[config.mk]
export PLATFORM = sky130hd
export DESIGN_NAME = game_input_router
export DESIGN_NICKNAME = d
export VERILOG_FILES = /design/src/rtl/game_pkg.sv /design/src/rtl/key_debounce.sv /design/src/rtl/game_input_router.sv
export SDC_FILE = /design/constraint.sdc
export NUM_CORES = 1
export LEC_CHECK = 0
export ABC_AREA = 1
export CORE_MARGIN = 10
export CORE_UTILIZATION = 58
export CTS_BUF_LIST = sky130_fd_sc_hd__clkbuf_8 sky130_fd_sc_hd__clkbuf_16
export CTS_CLUSTER_DIAMETER = 30
export CTS_CLUSTER_SIZE = 12
export DETAILED_ROUTE_END_ITERATION = 7
export PLACE_DENSITY = 0.8
export SYNTH_ARGS = -nofsm -noshare
export SYNTH_HDL_FRONTEND = slang
export SYNTH_HIERARCHICAL = 1
export SYNTH_SLANG_ARGS = --single-unit
export TNS_END_PERCENT = 20
[constraint.sdc]
create_clock -name CLOCK_50 -period 2 [get_ports CLOCK_50]
set_clock_uncertainty 0.2 [all_clocks]
set_input_delay 0.6 -clock CLOCK_50 [delete_from_list [all_inputs] [get_ports CLOCK_50]]
set_output_delay 0.6 -clock CLOCK_50 [all_outputs]
set_load 0.02 [all_outputs]
[src/rtl/game_pkg.sv]
// Shared constants and types for the game input path: mode codes,
// FSM state encoding, guess width and the debug view of the router.
package game_pkg;

  localparam logic [1:0] MODE_ROULETTE  = 2'b00;
  localparam logic [1:0] MODE_EVENODD   = 2'b01;
  localparam logic [1:0] MODE_NONE      = 2'b10;
  localparam logic [1:0] MODE_BLACKJACK = 2'b11;

  localparam int GUESS_W = 5;

  typedef enum logic {
    ST_IDLE   = 1'b0,
    ST_ACTIVE = 1'b1
  } state_t;

  typedef struct packed {
    state_t     state;
    logic [3:0] key_press;
    logic [9:0] sw_sync;
  } game_dbg_t;

endpackage

[src/rtl/key_debounce.sv]
// One pushbutton: 2-flop synchronizer, stability counter, debounced level
// and a single-cycle pulse on each debounced press (active-low key).
module key_debounce #(
  parameter int DEBOUNCE_CYCLES = 500000
) (
  input  logic clk_i,
  input  logic rst_ni,
  input  logic key_i,
  output logic press_o
);

  localparam int CNT_W = (DEBOUNCE_CYCLES > 1) ? $clog2(DEBOUNCE_CYCLES) : 1;
  localparam logic [CNT_W-1:0] CNT_LAST = CNT_W'(DEBOUNCE_CYCLES - 1);

  logic             sync1_q, sync2_q;
  logic             stable_q, stable_d;
  logic [CNT_W-1:0] cnt_q, cnt_d;
  logic             press_q, press_d;

  // The counter reaching its last value on a differing cycle is the
  // DEBOUNCE_CYCLES-th consecutive mismatch, so the level flips there.
  always_comb begin
    stable_d = stable_q;
    cnt_d    = '0;
    press_d  = 1'b0;
    if (sync2_q != stable_q) begin
      if (cnt_q == CNT_LAST) begin
        stable_d = sync2_q;
        press_d  = ~sync2_q;
      end else begin
        cnt_d = cnt_q + CNT_W'(1);
      end
    end
  end

  always_ff @(posedge clk_i or negedge rst_ni) begin
    if (!rst_ni) begin
      sync1_q  <= 1'b1;
      sync2_q  <= 1'b1;
      stable_q <= 1'b1;
      cnt_q    <= '0;
      press_q  <= 1'b0;
    end else begin
      sync1_q  <= key_i;
      sync2_q  <= sync1_q;
      stable_q <= stable_d;
      cnt_q    <= cnt_d;
      press_q  <= press_d;
    end
  end

  assign press_o = press_q;

endmodule

[src/rtl/game_input_router.sv]
// Debounces the keys, synchronizes the switches and routes each press as a
// one-cycle command to the selected game; mode is frozen while a game runs.
module game_input_router
  import game_pkg::*;
#(
  parameter int DEBOUNCE_CYCLES = 500000
) (
  input  logic               CLOCK_50,
  input  logic               reset_n,
  input  logic [3:0]         KEY,
  input  logic [9:0]         SW,
  output logic [1:0]         mode,
  output logic               active,
  output logic               mode_pending,
  output logic [GUESS_W-1:0] guess,
  output logic               game_clr,
  output logic               rl_spin,
  output logic               eo_spin,
  output logic               bj_pass,
  output logic               bj_enter,
  output game_dbg_t          dbg_o
);

  logic [3:0] key_press;

  for (genvar k = 0; k < 4; k++) begin : g_key
    key_debounce #(.DEBOUNCE_CYCLES(DEBOUNCE_CYCLES)) u_key (
      .clk_i   (CLOCK_50),
      .rst_ni  (reset_n),
      .key_i   (KEY[k]),
      .press_o (key_press[k])
    );
  end

  logic [9:0]         sw1_q, sw2_q;
  state_t             state_q;
  logic [1:0]         mode_q;
  logic [GUESS_W-1:0] guess_q;
  logic               clr_q, rl_q, eo_q, pass_q, enter_q;
  logic               clr_d, rl_d, eo_d, pass_d, enter_d, go_d;

  // KEY[1] wins over every other press; KEY[3] wins over KEY[2] in blackjack.
  always_comb begin
    clr_d   = key_press[1];
    rl_d    = 1'b0;
    eo_d    = 1'b0;
    pass_d  = 1'b0;
    enter_d = 1'b0;
    if (!key_press[1]) begin
      case (mode_q)
        MODE_ROULETTE:  rl_d = key_press[2];
        MODE_EVENODD:   eo_d = key_press[2];
        MODE_BLACKJACK: begin
          enter_d = key_press[3];
          pass_d  = key_press[2] & ~key_press[3];
        end
        default: ;
      endcase
    end
    go_d = rl_d | eo_d | pass_d | enter_d;
  end

  always_ff @(posedge CLOCK_50 or negedge reset_n) begin
    if (!reset_n) begin
      sw1_q   <= '0;
      sw2_q   <= '0;
      state_q <= ST_IDLE;
      mode_q  <= MODE_ROULETTE;
      guess_q <= '0;
      clr_q   <= 1'b0;
      rl_q    <= 1'b0;
      eo_q    <= 1'b0;
      pass_q  <= 1'b0;
      enter_q <= 1'b0;
    end else begin
      sw1_q   <= SW;
      sw2_q   <= sw1_q;
      clr_q   <= clr_d;
      rl_q    <= rl_d;
      eo_q    <= eo_d;
      pass_q  <= pass_d;
      enter_q <= enter_d;
      if (rl_d || eo_d) guess_q <= sw2_q[GUESS_W-1:0];
      case (state_q)
        ST_IDLE: begin
          // Hold the mode on the starting edge so it matches the issued strobe.
          if (go_d) state_q <= ST_ACTIVE;
          else      mode_q  <= sw2_q[9:8];
        end
        ST_ACTIVE: begin
          if (clr_d) state_q <= ST_IDLE;
        end
        default: state_q <= ST_IDLE;
      endcase
    end
  end

  assign mode         = mode_q;
  assign active       = (state_q == ST_ACTIVE);
  assign mode_pending = active && (sw2_q[9:8] != mode_q);
  assign guess        = guess_q;
  assign game_clr     = clr_q;
  assign rl_spin      = rl_q;
  assign eo_spin      = eo_q;
  assign bj_pass      = pass_q;
  assign bj_enter     = enter_q;
  assign dbg_o        = '{state: state_q, key_press: key_press, sw_sync: sw2_q};

endmodule

==> metrics.txt <==
core box area=slightly below 10000 µm²; Power, Total=~5900 µW; vias after detailed routing=about 4700; clock insertion delay at the later pin of the skew report=about 0.52 ns; Placement Rows=36; number of antenna violations at the first check in global routing=0; clock buffer count from CTS=17; startpoint of the worst-slack reg-to-reg timing path=g_key[1].u_key/cnt_q[0]; portion of total power attributed to sequential cells=0.447; number of placed I/O pins=between 40 and 50; final critical delay including setup and external delays=~2.2 ns; number of iterations in the first detailed-routing pass=5; Unique masters post-synth=27; routed wire length=approximately 13000 µm; fraction of layout instances using a drive strength above 1=0.189; global-route usage over all layers=0.190; maximum clock path buffer count=2; final-layout setup total negative slack=-0.288 ns; highest clock rate=approximately 460 MHz; syn avg cell area=slightly below 9 µm²; class of the tightest hold or removal check=flop to flop; required time of the critical path=between 1 and 1.5 ns; top fanout value on the critical path=2; Worst setup SP type=flop; design internal power=4610 µW; final routed wire length divided by cell count=approximately 15 µm; via density per instance=5.21; Sw Ratio=0.213; Final Max Tran Viols=0; final worst slack=-0.186 ns; number of violations reported at the end of detailed-routing iteration 0=between 200 and 300; Worst EP arrival=about 1.4 ns; diode count=0; Slew @ Worst Pin=roughly 0.38 ns; post-route ant nets=0; origin of the worst min-delay path=sw1_q[7]; period utilization=1.09; worst min-delay path endpoint=sw2_q[7]; endpoint kind of the worst setup timing path=primary output; worst voltage drop across the vdd grid=705 µV; Final Net Count=between 700 and 800; maximum capacitance violations=0; global-route wire length before repair=approximately 22000 µm; synthesized netlist cell count=678; largest cells by area after synthesis=sky130_fd_sc_hd__dfrtp_1, sky130_fd_sc_hd__nor2_1, sky130_fd_sc_hd__nand2_1; synthesized flop and latch total=125; CTS tree=done; hold path cells=0; area of the mapped netlist=approximately 5900 µm²; count of final hold-check violations=0; category of the most critical setup path=flop to primary output; RSZ-0062 raised after global routing=yes; number of global-route vias before repair=between 4000 and 5000; synthesis-to-layout area growth=21.8%; chip width=121 µm; drt drc=0; initial core utilization=0.602; post-synth net total=~700; Post-Layout Inst Area=just over 7000 µm²; normalized max-slew margin=0.749; violations in the final reports=setup timing; portion of synthesized cell area occupied by the leading cell type=0.476; final number of setup-violating endpoints=3; CTS H-Tree Depth=4; P_leak=between 0.003 and 0.004 µW; cell taking the most area after synthesis=sky130_fd_sc_hd__dfrtp_1; pin count of the biggest net entering global routing=39; Reg clk slew, reported paths=0.05 ns; synth warn=6; Die Span Y=roughly 120 µm; Power per Cell Area=810 nW/µm²; placer's final routability congestion estimate=0.939; Die Outline Area=between 10000 and 15000 µm²; status=finished, violations left; combinational group share of total power=0.042; register-to-register setup slack=0.22 ns; port bufs=44; cell area after placement=6630 µm²; endpoint of the lowest-slack register-to-register path=g_key[1].u_key/cnt_q[1]; overflow left after global routing=0; net switching power=around 1200 µW; R2R depth=6; portion of the post-synthesis area used by sequential elements=0.529; clock network fraction of design power=0.511; final HPWL from detailed placement=between 9000 and 10000 µm; clock net sink count=around 130; Root Driver=sky130_fd_sc_hd__clkbuf_8
-- power groups by stage --
stage / registers [µW] / logic, µW / clock network (µW)
after floorplan: 2670 / 71.1 / 0
after global placement: 2660 / 231 / 0
after detailed placement: 2660 / 240 / 0
after CTS: 2620 / 246 / 3020
after global routing: 2620 / 271 / 3150
final: 2620 / 246 / 2990
-- Yosys cell counts (all sizes together) --
master,instances
nor2,161
nand2,129
dfrtp,113
inv,90
nand3,57
xor2,28
o21ai,25
a21oi,13
dfstp,12
nor3,12
xnor2,10
nand4,8
nor3b,8
ha,4
o21a,4
buf,3
a21boi,1
-- what timing repair did --
item,CTS,global route
endpoints found under the setup margin,29,13
buffers inserted,1,1
hold endpoints to repair,23,0
pin swaps,2,2
hold buffers,1,0
gates resized for setup,95,14
cloned,0,0
-- through the flow --
stage               hold slack, ns   util  setup slack [ns]  cells
global route                 0.158  0.734            -0.226    895
global placement             0.132  0.672           -0.0656    861
detailed placement           0.137  0.672            -0.145    861
finish                       0.147  0.734            -0.186    895
CTS                          0.150  0.732            -0.210    894
floorplan                    0.104      -             0.177    678
-- per-layer routing --
| layer | vias to the layer above | track usage | part of all wire |
|---|---|---|---|
| met5 | - | 0 | 0 |
| met4 | 0 | 0.0857 | 0.022 |
| met3 | 27 | 0.0437 | 0.059 |
| met2 | 153 | 0.319 | 0.51 |
| met1 | 2223 | 0.228 | 0.41 |
| li1 | 2259 | - | - |
-- registers in the layout (all words and copies together) (netlist names), 4 cells and up --
register              cells
g_key.u_key/cnt_q        76
g_key.u_key/press_o       4
g_key.u_key/stable_q      4
g_key.u_key/sync1_q       4
g_key.u_key/sync2_q       4
guess                     5
sw1_q                    10
sw2_q                    10
-- worst max-delay path by stage --
stage / start / endpoint / depth (start not counted)
global route: sw2_q[9] / mode_pending / 3
finish: sw2_q[9] / mode_pending / 3
floorplan: mode[1] / mode_pending / 2
CTS: sw2_q[9] / mode_pending / 3
detailed placement: mode[1] / mode_pending / 3
global placement: sw2_q[9] / mode_pending / 3
-- final cells by class --
cell class | instances | area, µm²
Clock buffer | 19 | 442
Clock inverter | 13 | 135
Fill cell | 685 | 2630
Inverter | 90 | 338
Multi-Input combinational cell | 460 | 2450
Sequential cell | 125 | 3140
Tap cell | 133 | 166
Timing Repair Buffer | 55 | 562
-- worst max-delay path, stage by stage (launching register included) --
cell,delay (ns)
sky130_fd_sc_hd__dfrtp_1,0.41
sky130_fd_sc_hd__xnor2_2,0.16
sky130_fd_sc_hd__a21oi_2,0.17
sky130_fd_sc_hd__buf_6,0.14
-- cells in the final DEF, fill, tap and decap left out, types with 9 or more instances in the layout --
cell type,instances
sky130_fd_sc_hd__a21oi_1,12
sky130_fd_sc_hd__buf_6,10
sky130_fd_sc_hd__clkbuf_16,16
sky130_fd_sc_hd__clkdlybuf4s15_2,9
sky130_fd_sc_hd__clkdlybuf4s50_1,14
sky130_fd_sc_hd__dfrtp_1,113
sky130_fd_sc_hd__dfstp_2,12
sky130_fd_sc_hd__inv_1,86
sky130_fd_sc_hd__nand2_1,111
sky130_fd_sc_hd__nand2_2,14
sky130_fd_sc_hd__nand3_1,52
sky130_fd_sc_hd__nor2_1,131
sky130_fd_sc_hd__nor2_2,16
sky130_fd_sc_hd__nor2_4,14
sky130_fd_sc_hd__nor3_1,12
sky130_fd_sc_hd__o21ai_0,13
sky130_fd_sc_hd__o21ai_1,12
sky130_fd_sc_hd__xnor2_1,9
sky130_fd_sc_hd__xor2_1,24
-- kinds of logic after synthesis --
| family | Yosys count | synth area share |
|---|---|---|
| xor gates and xnor gates | 38 | 0.0611 |
| AOI/OAI and AO/OA | 43 | 0.0383 |
| DFF | 125 | 0.529 |
| and+or+nand+nor | 375 | 0.303 |
| buffers and inverters | 93 | 0.0602 |
| adders and majority gates | 4 | 0.00842 |
(Power assumes the default switching activity.)
